File: src/rtl/gencon.sv
// Keypad calculator controller: builds two signed decimal operands, latches an
// operator and produces a wrapped 16-bit result (multiply is a serial shift-add).
package gencon_defs;
  typedef enum logic [2:0] {
    ENTER_A  = 3'd0,
    ACC_A    = 3'd1,
    OP_LATCH = 3'd2,
    ENTER_B  = 3'd3,
    ACC_B    = 3'd4,
    COMPUTE  = 3'd5,
    DONE     = 3'd6
  } state_t;
endpackage

module gencon
  import gencon_defs::*;
#(
  parameter int WIDTH = 16
) (
  input  logic             clk,
  input  logic             nRST,
  input  logic [3:0]       keypad_input,
  input  logic             read_input,
  input  logic [2:0]       operator_input,
  input  logic             equal_input,
  output logic             complete,
  output logic [WIDTH-1:0] display_output,
  output state_t           tb_current_state
);

  localparam logic [2:0] OP_NEG = 3'b001;
  localparam logic [2:0] OP_ADD = 3'b010;
  localparam logic [2:0] OP_SUB = 3'b011;
  localparam logic [2:0] OP_MUL = 3'b100;
  localparam int         CW     = $clog2(WIDTH);

  state_t           state_q, state_d;
  logic [WIDTH-1:0] mag_a_q, mag_a_d, mag_b_q, mag_b_d;
  logic             sign_a_q, sign_a_d, sign_b_q, sign_b_d;
  logic [WIDTH-1:0] a_q, a_d, b_q, b_d;
  logic [2:0]       op_q, op_d;
  logic [WIDTH-1:0] display_q, display_d;
  logic             complete_q, complete_d;
  logic             hold_q, hold_d;
  logic [WIDTH-1:0] mul_acc_q, mul_acc_d, mul_mcand_q, mul_mcand_d;
  logic [WIDTH-1:0] mul_mplier_q, mul_mplier_d;
  logic [CW-1:0]    mul_cnt_q, mul_cnt_d;

  logic             digit_ok, op_arith, finish;
  logic [WIDTH-1:0] digit_ext, mag_a_next, mag_b_next, b_val, res, acc_step;

  always_comb begin
    state_d      = state_q;
    mag_a_d      = mag_a_q;
    mag_b_d      = mag_b_q;
    sign_a_d     = sign_a_q;
    sign_b_d     = sign_b_q;
    a_d          = a_q;
    b_d          = b_q;
    op_d         = op_q;
    display_d    = display_q;
    complete_d   = 1'b0;
    hold_d       = hold_q;
    mul_acc_d    = mul_acc_q;
    mul_mcand_d  = mul_mcand_q;
    mul_mplier_d = mul_mplier_q;
    mul_cnt_d    = mul_cnt_q;
    finish       = 1'b0;
    res          = '0;

    digit_ok   = read_input && (keypad_input <= 4'd9);
    op_arith   = (operator_input == OP_ADD) || (operator_input == OP_SUB) ||
                 (operator_input == OP_MUL);
    digit_ext  = WIDTH'(keypad_input);
    mag_a_next = mag_a_q * WIDTH'(10) + digit_ext;
    mag_b_next = mag_b_q * WIDTH'(10) + digit_ext;
    b_val      = sign_b_q ? -mag_b_q : mag_b_q;
    acc_step   = mul_acc_q + (mul_mplier_q[0] ? mul_mcand_q : '0);

    unique case (state_q)
      ENTER_A: begin
        if (op_arith) begin
          op_d    = operator_input;
          a_d     = sign_a_q ? -mag_a_q : mag_a_q;
          state_d = OP_LATCH;
        end else if (operator_input == OP_NEG) begin
          sign_a_d = ~sign_a_q;
          // A finished result stays visible until a new digit arrives
          if (!hold_q) display_d = sign_a_q ? mag_a_q : -mag_a_q;
        end else if (digit_ok) begin
          mag_a_d   = mag_a_next;
          display_d = sign_a_q ? -mag_a_next : mag_a_next;
          hold_d    = 1'b0;
          state_d   = ACC_A;
        end
      end
      ACC_A: state_d = ENTER_A;
      OP_LATCH: begin
        mag_b_d  = '0;
        sign_b_d = 1'b0;
        state_d  = ENTER_B;
      end
      ENTER_B: begin
        if (equal_input) begin
          b_d          = b_val;
          mul_acc_d    = '0;
          mul_mcand_d  = a_q;
          mul_mplier_d = b_val;
          mul_cnt_d    = '0;
          state_d      = COMPUTE;
        end else if (operator_input == OP_NEG) begin
          sign_b_d  = ~sign_b_q;
          display_d = sign_b_q ? mag_b_q : -mag_b_q;
        end else if (digit_ok) begin
          mag_b_d   = mag_b_next;
          display_d = sign_b_q ? -mag_b_next : mag_b_next;
          hold_d    = 1'b0;
          state_d   = ACC_B;
        end
      end
      ACC_B: state_d = ENTER_B;
      COMPUTE: begin
        if (op_q == OP_ADD) begin
          res    = a_q + b_q;
          finish = 1'b1;
        end else if (op_q == OP_SUB) begin
          res    = a_q - b_q;
          finish = 1'b1;
        end else begin
          // Low bits of a two's-complement product match the unsigned product
          mul_acc_d    = acc_step;
          mul_mcand_d  = mul_mcand_q << 1;
          mul_mplier_d = mul_mplier_q >> 1;
          mul_cnt_d    = mul_cnt_q + 1'b1;
          if (mul_cnt_q == CW'(WIDTH - 1)) begin
            res    = acc_step;
            finish = 1'b1;
          end
        end
        if (finish) begin
          display_d  = res;
          complete_d = 1'b1;
          state_d    = DONE;
        end
      end
      DONE: begin
        mag_a_d  = '0;
        mag_b_d  = '0;
        sign_a_d = 1'b0;
        sign_b_d = 1'b0;
        hold_d   = 1'b1;
        state_d  = ENTER_A;
      end
      default: state_d = ENTER_A;
    endcase
  end

  always_ff @(posedge clk) begin
    if (nRST) begin
      state_q      <= ENTER_A;
      mag_a_q      <= '0;
      mag_b_q      <= '0;
      sign_a_q     <= 1'b0;
      sign_b_q     <= 1'b0;
      a_q          <= '0;
      b_q          <= '0;
      op_q         <= '0;
      display_q    <= '0;
      complete_q   <= 1'b0;
      hold_q       <= 1'b0;
      mul_acc_q    <= '0;
      mul_mcand_q  <= '0;
      mul_mplier_q <= '0;
      mul_cnt_q    <= '0;
    end else begin
      state_q      <= state_d;
      mag_a_q      <= mag_a_d;
      mag_b_q      <= mag_b_d;
      sign_a_q     <= sign_a_d;
      sign_b_q     <= sign_b_d;
      a_q          <= a_d;
      b_q          <= b_d;
      op_q         <= op_d;
      display_q    <= display_d;
      complete_q   <= complete_d;
      hold_q       <= hold_d;
      mul_acc_q    <= mul_acc_d;
      mul_mcand_q  <= mul_mcand_d;
      mul_mplier_q <= mul_mplier_d;
      mul_cnt_q    <= mul_cnt_d;
    end
  end

  assign complete         = complete_q;
  assign display_output   = display_q;
  assign tb_current_state = state_q;

endmodule

File: config.mk
export PLATFORM = sky130hd
export DESIGN_NAME = gencon
export DESIGN_NICKNAME = d
export VERILOG_FILES = /design/src/rtl/gencon.sv
export SDC_FILE = /design/constraint.sdc
export NUM_CORES = 1
export LEC_CHECK = 0
export CELL_PAD_IN_SITES_DETAIL_PLACEMENT = 0
export CELL_PAD_IN_SITES_GLOBAL_PLACEMENT = 2
export CORE_MARGIN = 4
export CORE_UTILIZATION = 35
export CTS_BUF_LIST = sky130_fd_sc_hd__clkbuf_16
export CTS_CLUSTER_SIZE = 30
export DETAILED_ROUTE_END_ITERATION = 16
export GPL_ROUTABILITY_DRIVEN = 0
export PLACE_DENSITY = 0.87
export SKIP_CTS_REPAIR_TIMING = 1
export SYNTH_ARGS = -nofsm -noshare
export SYNTH_HDL_FRONTEND = slang
export SYNTH_SLANG_ARGS = --single-unit
File: constraint.sdc
create_clock -name clk -period 5.25 [get_ports clk]
set_clock_uncertainty 0.1 [all_clocks]
set_input_delay 0.525 -clock clk [delete_from_list [all_inputs] [get_ports clk]]
set_output_delay 0.525 -clock clk [all_outputs]
set_load 0.05 [all_outputs]
; ---- After elaboration in Yosys (flattened, before gate mapping)
; Index checks and enable logic that the tools add are counted.
[op_classes]
add_sub_neg = 10
n_mul = 2
order_cmp = 1
n_eq_ne = 31
n_mux = 67
bitwise_logic = 3
n_reduce_logical = 22
[op_table]
columns = cell, count
row1 = 16-bit 2-to-1 mux, 33
row2 = 16-bit case mux with 2 select lines, 5
row3 = 16-bit negation, 4
row4 = 16-bit case mux with 3 select lines, 1
row5 = 16-bit adder, 2
row6 = 16-bit by 4-bit adder with 16-bit output, 2
row7 = 16-bit by 3-bit multiplier with 15-bit output (second input constant), 2
row8 = 2-bit != test (second input constant), 12
row9 = 3-bit 2-to-1 mux, 7
row10 = 3-bit != test (second input constant), 7
row11 = 3-bit by 2-bit equality test with 1-bit output (second input constant), 6
row12 = 16-bit subtractor, 1
row13 = 1-bit 2-to-1 mux, 13
row14 = 3-bit equality test (second input constant), 4
row15 = 4-bit 2-to-1 mux, 3
row16 = 3-bit case mux with 4 select lines, 1
row17 = 4-bit AND reduction, 3
row18 = 3-bit AND reduction, 3
row19 = 4-bit case mux with 2 select lines, 1
row20 = 7-bit AND reduction, 1
row21 = 2-bit nonzero test, 3
row22 = 3-bit nonzero test, 2
row23 = 2-bit OR reduction, 3
row24 = 5-bit AND reduction, 1
row25 = other kinds (11), 16
[word_totals]
regBits = 142
inputBits = 11
out_inout_bits = 20
word_cells = 151

; ---- Longest topological paths before layout
; Gate-level depths: netlist (run 1).
[depth]
depth_word = 8
depth_mapped = 14
ltp_nobuf = 14

; ---- Worst setup path after synthesis (run 1)
; Ideal clock, no wire load.
[synth_path]
path_kind = register to register
from = register mag_a_q[1]
to = register display_q[14], in the netlist display_output[14]
setup_ns = 0.095
arrival_ns = 3.880
t_required_ns = 5.055
slack_ns = 1.175
stages_incl_launch_ff = 15
n_path_buf = 0
synth_period_minus_slack_ns = 4.075
cell_sequence = dfxtp_1 > ha_1 > ha_1 > inv_1 > fa_1 > nand2b_1 > o31ai_2 > nor4b_1 > nand3_1 > nor2_1 > nand3_1 > xor2_1 > or3_1 > a2111o_1 > o311ai_1
[synth_via]
elab_chain_cells = 8
word_cells_on_any_way = 11
cone_classes = add/sub (3) / mul (1) / mux (7)
[synth_lines]
columns = item, line_no
row1 = from (decl), 38  ; logic [WIDTH-1:0] mag_a_q, mag_a_d, mag_b_q, mag_b_d;
row2 = from (signal assigned), 177  ; mag_a_q <= mag_a_d;
row3 = 16-bit by 3-bit multiplier with 15-bit output, 75  ; mag_a_next = mag_a_q * WIDTH'(10) + digit_ext;
row4 = 16-bit by 4-bit adder with 16-bit output, 75
row5 = 16-bit negation, 92  ; display_d = sign_a_q ? -mag_a_next : mag_a_next;
row6 = 16-bit 2-to-1 mux, 92
row7 = 16-bit 2-to-1 mux, 90  ; end else if (digit_ok) begin
row8 = 16-bit 2-to-1 mux (*), 86  ; end else if (operator_input == OP_NEG) begin
row9 = 16-bit 2-to-1 mux (*), 82  ; if (op_arith) begin
row10 = 16-bit case mux with 3 select lines (*), 80  ; unique case (state_q)
row11 = to (signal assigned), 184  ; display_q <= display_d;
row12 = to (decl), 42  ; logic [WIDTH-1:0] display_q, display_d;
; Mark *: on every way between the ends. The rest lies on a longest branch, timed or not. The select of a mux whose other input is x is not followed.
; A chain may end at the register's enable or synchronous reset.

; ---- Worst setup path in the final report (run 1)
[layout_path]
from = register mag_a_q[3]
to = register display_q[14], in the netlist display_output[14]
; The elaborated chain is that of the path after synthesis.

==> results.ini, run 1 <==
[status]
status = finished clean

[layout]
mostFrequentLayoutCells = nor2_1, nand2_1, a21oi_1
nets = 1748
drive_gt1_share_pct = 5.48
diodes = 0
syn2layout_area_growth_pct = 9.66
final_common_cell = nor2_1
stdcell_count = 2096
post-route-util_pct = 39.3

[drt]
dr.pass1.iters = 5
routedWlPerCell_um = 19.3
ant_nets = 0
drc = 0
vias_per_cell = 5.81
drt_iter0_drc = 998
vias = 12200
wl_um = 40500

[timing]
relSlewSlack_pct = 19.0
rsz0062_at_grt = no
fin_setup_tns_ps = 0
period_share_pct = 88.1
slew_viol_final = 0
hold_viol_final = 0
fmax_mhz = 216
min_period_ps = 4620
final-setup-viol-count = 0
worst_pin_slew_ps = 1210

[critical_path]
timing.rr.end = display_output[14]
worst_ep_required_time_ps = 5510
r2r_cells = 14
critPathMaxFanout = 10
critical_path_class = flop to flop
reg2reg_slack_ps = 630
cp.arrival_ps = 4880
cp-start-kind = flop
end_kind = flop
r2r_start = mag_a_q[3]

[floorplan]
die_y_um = 197
row_count = 68
initial_core_util_pct = 35.8
die_area_um2 = 38700
dieWidth_um = 197
ios = 31
core_area_um2 = 34800

[cts]
cts_root_buffer = clkbuf_16
insertion_delay_ps = 440
htreeDepth = 4
numClockSinks = 142
clockBufferDepth = 2
path_clk_slew_ps = 80
cts_tree = done
cts_buffers = 17

[place]
post-dp-hpwl_um = 30300
portBuffers = 30
placed_cells = 2064

[hold_path]
hp-start = mul_mplier_q[15]
hold_class = flop to flop
min_to = mul_mplier_q[15]
hold_depth = 2

[power_and_ir_drop]
p_sw_mw = 1.61
combPwrFrac_pct = 35.2
p_leak_nw = 5.21
power_density_nw_per_um2 = 284
seqPwrFrac_pct = 32.0
switching_share_pct = 41.5
ir_worst_vdd_uv = 256
clkPwrFrac_pct = 32.8
p_int_mw = 2.27

[global_routing]
grt_overflow = 0
grt_pass1_wl_um = 63800
grt_max_degree = 76
grt_pass1_vias = 11500
grt_antenna_before_repair = 0
track_usage_pct = 20.4

[yosys]
synth.distinct_cells = 93
ys_ff_latch = 142
synthFlopType = dfxtp_1
synth_nets = 1782
synth.avg_cell_area_um2 = 7.50
syn_area_um2 = 12500
ys_seq_area_share_pct = 22.8
netlist.area_leader.share_pct = 22.8
synthTopCellsByArea = dfxtp_1, ha_1, a21oi_1, nor2_1, nand2_1
synth-edff-count = 0
synth_top_area_cell = dfxtp_1
synthCells = 1662
ys_async_sr_fraction_pct = 0
yosys_warnings = 0

[run]
maxCapViolCount = 0

==> metrics by stage <==
step	worst slack (ps)	power [mW]	cell area (um2)	hold slack [ps]
after CTS	657	3.90	13700	367
after floorplan	1170	2.21	12500	336
after global placement	757	2.61	13100	348
after global routing	338	4.10	13700	388
final	626	3.89	13700	369
after detailed placement	684	2.62	13100	357
==> synthesized netlist by cell type (12+ instances only) <==
master / number
nor2_1: 171
nand2_1: 165
a21oi_1: 143
dfxtp_1: 142
ha_1: 102
clkbuf_1: 89
o21ai_0: 89
xnor2_1: 66
a22oi_1: 59
inv_1: 58
nor3_1: 49
xor2_1: 46
nand3_1: 45
a211oi_1: 33
a31oi_1: 30
o211ai_1: 28
and2_1: 25
or3_1: 25
nand2b_1: 19
nor2b_1: 16
a311oi_1: 14
nor4_1: 13
a21o_1: 12
==> worst max-delay path, stage by stage, from the launching register on <==
cell and delay [ps]:
dfxtp_1 550, ha_1 310, ha_1 230, inv_1 70, fa_1 470, nand2b_1 220
o31ai_2 350, nor4b_1 500, nand3_1 240, nor2_1 220, nand3_1 180, xor2_1 240
or3_1 360, a2111o_1 420, o311ai_1 90
==> power by group through the flow <==
stage               clock, mW  combinational [mW]  sequential [mW]
floorplan                   0               0.883             1.33
global placement            0                1.35             1.27
detailed placement          0                1.35             1.27
CTS                      1.30                1.36             1.24
global route             1.34                1.50             1.25
finish                   1.27                1.37             1.24
==> kinds of logic (layout without fill, tap and decap cells) <==
group,Yosys count,in the layout,synth area share [%]
compound gates,529,529,28.3
buf+inv,163,142,5.42
fa+ha+maj,109,109,11.4
mux,11,11,1.09
flops,142,142,22.8
simple gates,594,594,22.8
xor+xnor,114,114,8.18
==> worst max-delay path by stage <==
stage                          start                 end  slack [ps]  cells past startpoint
final                     mag_a_q[3]  display_output[14]         630                     14
after global routing      mag_a_q[3]  display_output[15]         340                     14
after floorplan           mag_a_q[1]  display_output[14]        1170                     14
after global placement    mag_a_q[3]  display_output[14]         760                     14
after CTS                 mag_a_q[3]  display_output[14]         660                     14
after detailed placement  mag_a_q[3]  display_output[14]         680                     14
==> state kept, by name, summed over array words and instances, names as in the netlist <==
| register | count |
|---|---|
| mul_acc_q | 16 |
| mul_cnt_q | 4 |
| sign_a_q | 1 |
| display_output | 16 |
| b_q | 16 |
| mul_mcand_q | 16 |
| mag_b_q | 16 |
| tb_current_state | 3 |
| hold_q | 1 |
| op_q | 3 |
| sign_b_q | 1 |
| mul_mplier_q | 16 |
| mag_a_q | 16 |
| complete | 1 |
| a_q | 16 |
==> metal layers <==
layer | wire, um | part of all wire, % | vias to the layer above | global-route usage, %
met4 | 1140 | 2.8 | 0 | 6.34
met1 | 19200 | 47 | 5738 | 28.7
li1 | - | - | 6021 | -
met5 | 0 | 0 | - | 0
met3 | 2250 | 5.6 | 56 | 3.49
met2 | 18000 | 44 | 356 | 32.2
==> area by class of cell <==
cell class              instances  area (um2)
inverters                      59         221
multi-input cells            1357        8960
clock inverters                15         189
well taps                     455         569
flip-flops and latches        142        2840
repair buffers                 51         455
clock buffers                  17         425
fillers                      3565       21100
No activity file was read; power rests on OpenSTA's default activity.
==> run 2: changes to the inputs <==
ABC_AREA = 1   (was not set)
CELL_PAD_IN_SITES_DETAIL_PLACEMENT = 1   (was 0)
CELL_PAD_IN_SITES_GLOBAL_PLACEMENT = 1   (was 2)
CORE_UTILIZATION = 46   (was 35)
PLACE_DENSITY = 0.94   (was 0.87)
==> run 2 against run 1 <==
Highest routed layer is now met5. Register-to-register slack improved by 680 ps. Area after synthesis rose by 3.5%. Clock power rose by 7%.
==> results.ini, run 2 <==
[status]
status = finished clean  ; unchanged

[global_routing]
grt_pass1_vias = 15300  ; was 11500
grt_max_degree = 88  ; was 76
grt_pass1_wl_um = 80300  ; was 63800 um
grt_antenna_before_repair = 1  ; was 0
track_usage_pct = 32.2  ; was 20.4%
grt_overflow = 0  ; unchanged

[place]
place_area_um2 = 13500  ; was 13100 um2
post-dp-hpwl_um = 37200  ; was 30300 um
pre_cts_slack_ps = 1290  ; was 684 ps
portBuffers = 30  ; unchanged

[floorplan]
ios = 31  ; unchanged
die_area_um2 = 30800  ; was 38700 um2
dieWidth_um = 175  ; was 197 um
core_area_um2 = 27700  ; was 34800 um2
initial_core_util_pct = 46.6  ; was 35.8%
die_y_um = 175  ; was 197 um
row_count = 61  ; was 68

[cts]
numClockSinks = 142  ; unchanged
htreeDepth = 4  ; unchanged
clockBufferDepth = 2  ; unchanged
cts_root_buffer = clkbuf_16  ; unchanged
insertion_delay_ps = 450  ; was 440 ps
path_clk_slew_ps = 70  ; was 80 ps
cts_buffers = 17  ; unchanged
cts_tree = done  ; unchanged

[yosys]
syn_area_um2 = 12900  ; was 12500 um2
synth.most_common_cell = nand2_1  ; was nor2_1
synth-edff-count = 0  ; unchanged
synth_top_area_cell = dfxtp_1  ; unchanged
synthTopCellsByArea = dfxtp_1, nand2_1, ha_1, a21oi_1, inv_1  ; was dfxtp_1, ha_1, a21oi_1, nor2_1, nand2_1
synth.distinct_cells = 62  ; was 93
ys_async_sr_fraction_pct = 0  ; unchanged
synth.avg_cell_area_um2 = 6.30  ; was 7.50 um2
netlist.area_leader.share_pct = 22.0  ; was 22.8%
ys_ff_latch = 142  ; unchanged
ys_seq_area_share_pct = 22.0  ; was 22.8%
yosys_warnings = 0  ; unchanged
synthCells = 2049  ; was 1662
synth_nets = 2169  ; was 1782
synthFlopType = dfxtp_1  ; unchanged
synthTopCellsByCount = nand2_1, inv_1, a21oi_1  ; was nor2_1, nand2_1, a21oi_1

[layout]
syn2layout_area_growth_pct = 9.18  ; was 9.66%
diodes = 0  ; unchanged
nets = 2151  ; was 1748
drive_gt1_share_pct = 7.49  ; was 5.48%
multi_input_area_um2 = 8840  ; was 8960 um2
seqCellArea_um2 = 2840  ; unchanged
mostFrequentLayoutCells = nand2_1, inv_1, a21oi_1  ; was nor2_1, nand2_1, a21oi_1
final_common_cell = nand2_1  ; was nor2_1
final_area_um2 = 14100  ; was 13700 um2
final.fill_count = 3791  ; was 3565

[drt]
wl_um = 50500  ; was 40500 um
routedWlPerCell_um = 20.8  ; was 19.3 um
vias_per_cell = 6.12  ; was 5.81
drt_iter0_drc = 1269  ; was 998
met2WireLength_um = 23900  ; was 18000 um
dr.pass1.iters = 8  ; was 5
met1_length_um = 19500  ; was 19200 um
vias = 14800  ; was 12200
drc = 0  ; unchanged
route.met3.wl_um = 3680  ; was 2250 um
top_layer_used = met5  ; was met4
ant_nets = 0  ; unchanged

[timing]
fin_setup_tns_ps = 0  ; unchanged
relSlewSlack_pct = 19.9  ; was 19.0%
hold_viol_final = 0  ; unchanged
period_share_pct = 75.1  ; was 88.1%
fin_ws_ps = 1310  ; was 626 ps
min_period_ps = 3940  ; was 4620 ps
rsz0062_at_grt = no  ; unchanged
fmax_mhz = 254  ; was 216 MHz
worst_pin_slew_ps = 1200  ; was 1210 ps
slew_viol_final = 0  ; unchanged
final-setup-viol-count = 0  ; unchanged

[critical_path]
cp.arrival_ps = 4180  ; was 4880 ps
end_kind = flop  ; unchanged
critPathMaxFanout = 8  ; was 10
critical_path_class = flop to flop  ; unchanged
worst_ep_required_time_ps = 5490  ; was 5510 ps
cp-start-kind = flop  ; unchanged

[power_and_ir_drop]
ir_worst_vdd_uv = 260  ; was 256 uV
switching_share_pct = 40.6  ; was 41.5%
seqPwrFrac_pct = 31.0  ; was 32.0%
p_sw_mw = 1.64  ; was 1.61 mW
p_leak_nw = 6.57  ; was 5.21 nW
combPwrFrac_pct = 35.4  ; was 35.2%
clkPwrFrac_pct = 33.6  ; was 32.8%
power_density_nw_per_um2 = 286  ; was 284 nW/um2
p_int_mw = 2.39  ; was 2.27 mW

[run]
maxCapViolCount = 0  ; unchanged

[hold_path]
hold_class = input port to flop  ; was flop to flop

run 2: cell types whose count changed in the layout (fill, tap and decap cells not counted), moves of 32 or more:
cell and change:
xnor2_1 -54, o21ai_0 +32, a22oi_1 -39, inv_1 +160, nand2_1 +371, nand3_1 +106
nor2_1 -32, a21oi_1 +56
run 2: cell type report:
cell class,count,area share (%)
Multi-Input combinational cell,1586,62.8
Sequential cell,142,20.2
Inverter,240,6.40
Tap cell,378,3.36
Clock buffer,17,3.02
Timing Repair Buffer,44,2.86
Clock inverter,13,1.41
run 2: cells by family after synthesis:
group	after synthesis	share of synthesized area, %
compound gates	454	20.1
fa+ha+maj	109	11.0
buf+inv	321	9.52
simple gates	967	33.6
flops	142	22.0
xor+xnor	56	3.86
run 2: worst paths after layout:
path	end	slack [ps]	depth (start not counted)	startpoint
max reg2reg	display_output[14]	1310	22	mag_a_q[3]
min	mul_mplier_q[13]	340	2	nRST
max	display_output[14]	1310	22	mag_a_q[3]
min reg2reg	mul_acc_q[9]	370	2	mul_acc_q[9]
run 2: power groups by stage:
stage                     Clock (mW)  Combinational [mW]  Sequential [mW]
after global routing            1.40                1.53             1.25
final                           1.36                1.43             1.25
after CTS                       1.35                1.38             1.24
after floorplan                    0               0.827             1.36
after detailed placement           0                1.35             1.27
after global placement             0                1.30             1.26
run 2: metrics by stage:
stage               std cells  utilization (%)  hold WS (ps)  total power, mW
floorplan                2049                -           339             2.19
global placement         2390             48.6           349             2.56
detailed placement       2390             48.6           360             2.61
CTS                      2420             50.8           333             3.98
global route             2420             50.8           342             4.19
finish                   2420             50.8           337             4.03
run 2: per-layer routing:
metal	up-vias	GRT usage, %
li1	6793	-
met1	7127	37.7
met2	670	55.1
met3	219	5.27
met4	2	20.1
met5	-	0
run 2: critical path, cell delays in order (launching register included):
cell	delay (ps)
dfxtp_1	600
ha_1	330
ha_1	250
inv_1	80
fa_1	480
inv_1	110
nand2_1	60
nand2_1	150
nand2_1	70
nor2_1	230
nand3_2	160
nor2_2	150
nand3_1	140
nor2_2	130
nand3_1	130
nand2_1	130
nand2_1	70
nand3_1	100
nand2_1	60
nand2_1	120
nand3_1	90
nand2_1	70
inv_1	40
==> run 3: changes to the inputs <==
CORE_UTILIZATION = 41   (was 46)
PLACE_DENSITY = 0.89   (was 0.94)
clock period = 3.6 ns   (was 5.25 ns; I/O delays follow)
==> run 3 against run 2 <==
Worst hold slack worse by 130 ps. Non-clock buffer count is 43 higher. First-iteration DRC count is 12% lower. Sequential cell count stayed put. Highest routed layer unchanged. Register-to-register slack worse by 1100 ps. Largest cell class unchanged. Power is 43% higher. Critical endpoint is now display_output[15].
==> results.ini, run 3 (same netlist as run 2, synthesis figures left out) <==
[status]
status = finished clean  ; unchanged

[power_and_ir_drop]
clkPwrFrac_pct = 31.6  ; was 33.6%
p_total_mw = 5.78  ; was 4.03 mW
combPwrFrac_pct = 37.0  ; was 35.4%
power_density_nw_per_um2 = 399  ; was 286 nW/um2
p_sw_mw = 2.47  ; was 1.64 mW
p_leak_nw = 6.77  ; was 6.57 nW
p_int_mw = 3.31  ; was 2.39 mW
seqPwrFrac_pct = 31.4  ; was 31.0%
ir_worst_vdd_uv = 365  ; was 260 uV
switching_share_pct = 42.7  ; was 40.6%

[critical_path]
cp.arrival_ps = 3660  ; was 4180 ps
critPathMaxFanout = 6  ; was 8
cp-start-kind = flop  ; unchanged
critical_path_class = flop to flop  ; unchanged
end_kind = flop  ; unchanged
worst_ep_required_time_ps = 3840  ; was 5490 ps

[cts]
numClockSinks = 142  ; unchanged
insertion_delay_ps = 450  ; about the same
htreeDepth = 4  ; unchanged
cts_tree = done  ; unchanged
cts_buffers = 17  ; unchanged
path_clk_slew_ps = 70  ; about the same
cts_root_buffer = clkbuf_16  ; unchanged
clockBufferDepth = 2  ; unchanged

[timing]
worst_hold_slack_ps = 212  ; was 337 ps
fin_ws_ps = 190  ; was 1310 ps
relSlewSlack_pct = 35.4  ; was 19.9%
fin_setup_tns_ps = 0  ; unchanged
hold_viol_final = 0  ; unchanged
min_period_ps = 3410  ; was 3940 ps
fmax_mhz = 293  ; was 254 MHz
slew_viol_final = 0  ; unchanged
final-setup-viol-count = 0  ; unchanged
worst_pin_slew_ps = 969  ; was 1200 ps
period_share_pct = 94.7  ; was 75.1%

[layout]
final_common_cell = nand2_1  ; unchanged
stdcell_count = 2483  ; was 2420
final_area_um2 = 14500  ; was 14100 um2
mostFrequentLayoutCells = nand2_1, inv_1, a21oi_1  ; unchanged
drive_gt1_share_pct = 10.9  ; was 7.49%
diodes = 0  ; unchanged
post-route-util_pct = 47.0  ; was 50.8%
nets = 2194  ; was 2151
final.fill_count = 4129  ; was 3791
syn2layout_area_growth_pct = 12.4  ; was 9.18%

[place]
pre_cts_slack_ps = 53.0  ; was 1290 ps
post-dp-hpwl_um = 37000  ; was 37200 um
portBuffers = 30  ; unchanged
placed_cells = 2446  ; was 2390
place_area_um2 = 13800  ; was 13500 um2

[floorplan]
row_count = 64  ; was 61
core_area_um2 = 30800  ; was 27700 um2
initial_core_util_pct = 41.9  ; was 46.6%
dieWidth_um = 185  ; was 175 um
die_area_um2 = 34400  ; was 30800 um2
die_y_um = 185  ; was 175 um
ios = 31  ; unchanged

[drt]
drt_iter0_drc = 1114  ; was 1269
vias = 14600  ; was 14800
wl_um = 49400  ; was 50500 um
vias_per_cell = 5.89  ; was 6.12
ant_nets = 0  ; unchanged
drc = 0  ; unchanged
dr.pass1.iters = 5  ; was 8
routedWlPerCell_um = 19.9  ; was 20.8 um

[hold_path]
hold_class = input port to flop  ; unchanged

[global_routing]
grt_max_degree = 73  ; was 88
grt_pass1_vias = 15000  ; was 15300
grt_pass1_wl_um = 77900  ; was 80300 um
grt_overflow = 0  ; unchanged
grt_antenna_before_repair = 1  ; unchanged
track_usage_pct = 28.2  ; was 32.2%

[run]
maxCapViolCount = 0  ; unchanged

==> run 3: power groups by stage <==
stage | clock [mW] | sequential (mW) | combinational (mW)
6_report | 1.83 | 1.81 | 2.14
5_1_grt | 1.91 | 1.82 | 2.32
4_1_cts | 1.84 | 1.81 | 2.06
3_5_place_dp | 0 | 1.84 | 2.03
3_3_place_gp | 0 | 1.84 | 1.95
2_1_floorplan | 0 | 1.99 | 1.21
==> run 3: routing by layer <==
layer / vias up / routed length (um) / track usage (%) / share of wire, %
met5: - / 13 / 0 / 0.026
met4: 2 / 2050 / 11.4 / 4.1
met3: 163 / 2940 / 3.77 / 6.0
met2: 501 / 24100 / 50.1 / 49
met1: 7081 / 20300 / 34.2 / 41
li1: 6880 / - / - / -
==> run 3: final cells by class <==
| type | instances | area (um2) | share of cell area, % |
|---|---|---|---|
| repair buffers | 87 | 726 | 5.01 |
| flip-flops and latches | 142 | 2850 | 19.7 |
| clock buffers | 17 | 425 | 2.93 |
| inverters | 240 | 902 | 6.22 |
| clock inverters | 15 | 155 | 1.07 |
| well taps | 396 | 495 | 3.42 |
| multi-input cells | 1586 | 8940 | 61.7 |
==> run 3: critical path, cell delays in order, from the launching register on <==
cell	delay, ps
dfxtp_2	370
ha_1	250
ha_4	190
fa_2	600
nand2_2	70
nor2_2	100
nand2_2	90
a21oi_4	200
nand2_1	110
nor2_2	110
nand2_2	90
nor2_4	130
nand2_1	70
nand2_1	60
nand2_1	90
nand2_1	110
nand2_1	70
nand3_1	90
nand3_1	90
nand2_1	70
nand3_1	60
nor2_1	120
nor2_1	40
==> run 3: worst paths after layout <==
kind	endpoint	from	slack, ps	cells after the start
setup / recovery	display_output[15]	mag_b_q[2]	190	22
hold / removal	mul_mplier_q[13]	nRST	210	2
setup reg to reg	display_output[15]	mag_b_q[2]	190	22
hold reg to reg	mul_acc_q[0]	mul_acc_q[0]	370	2
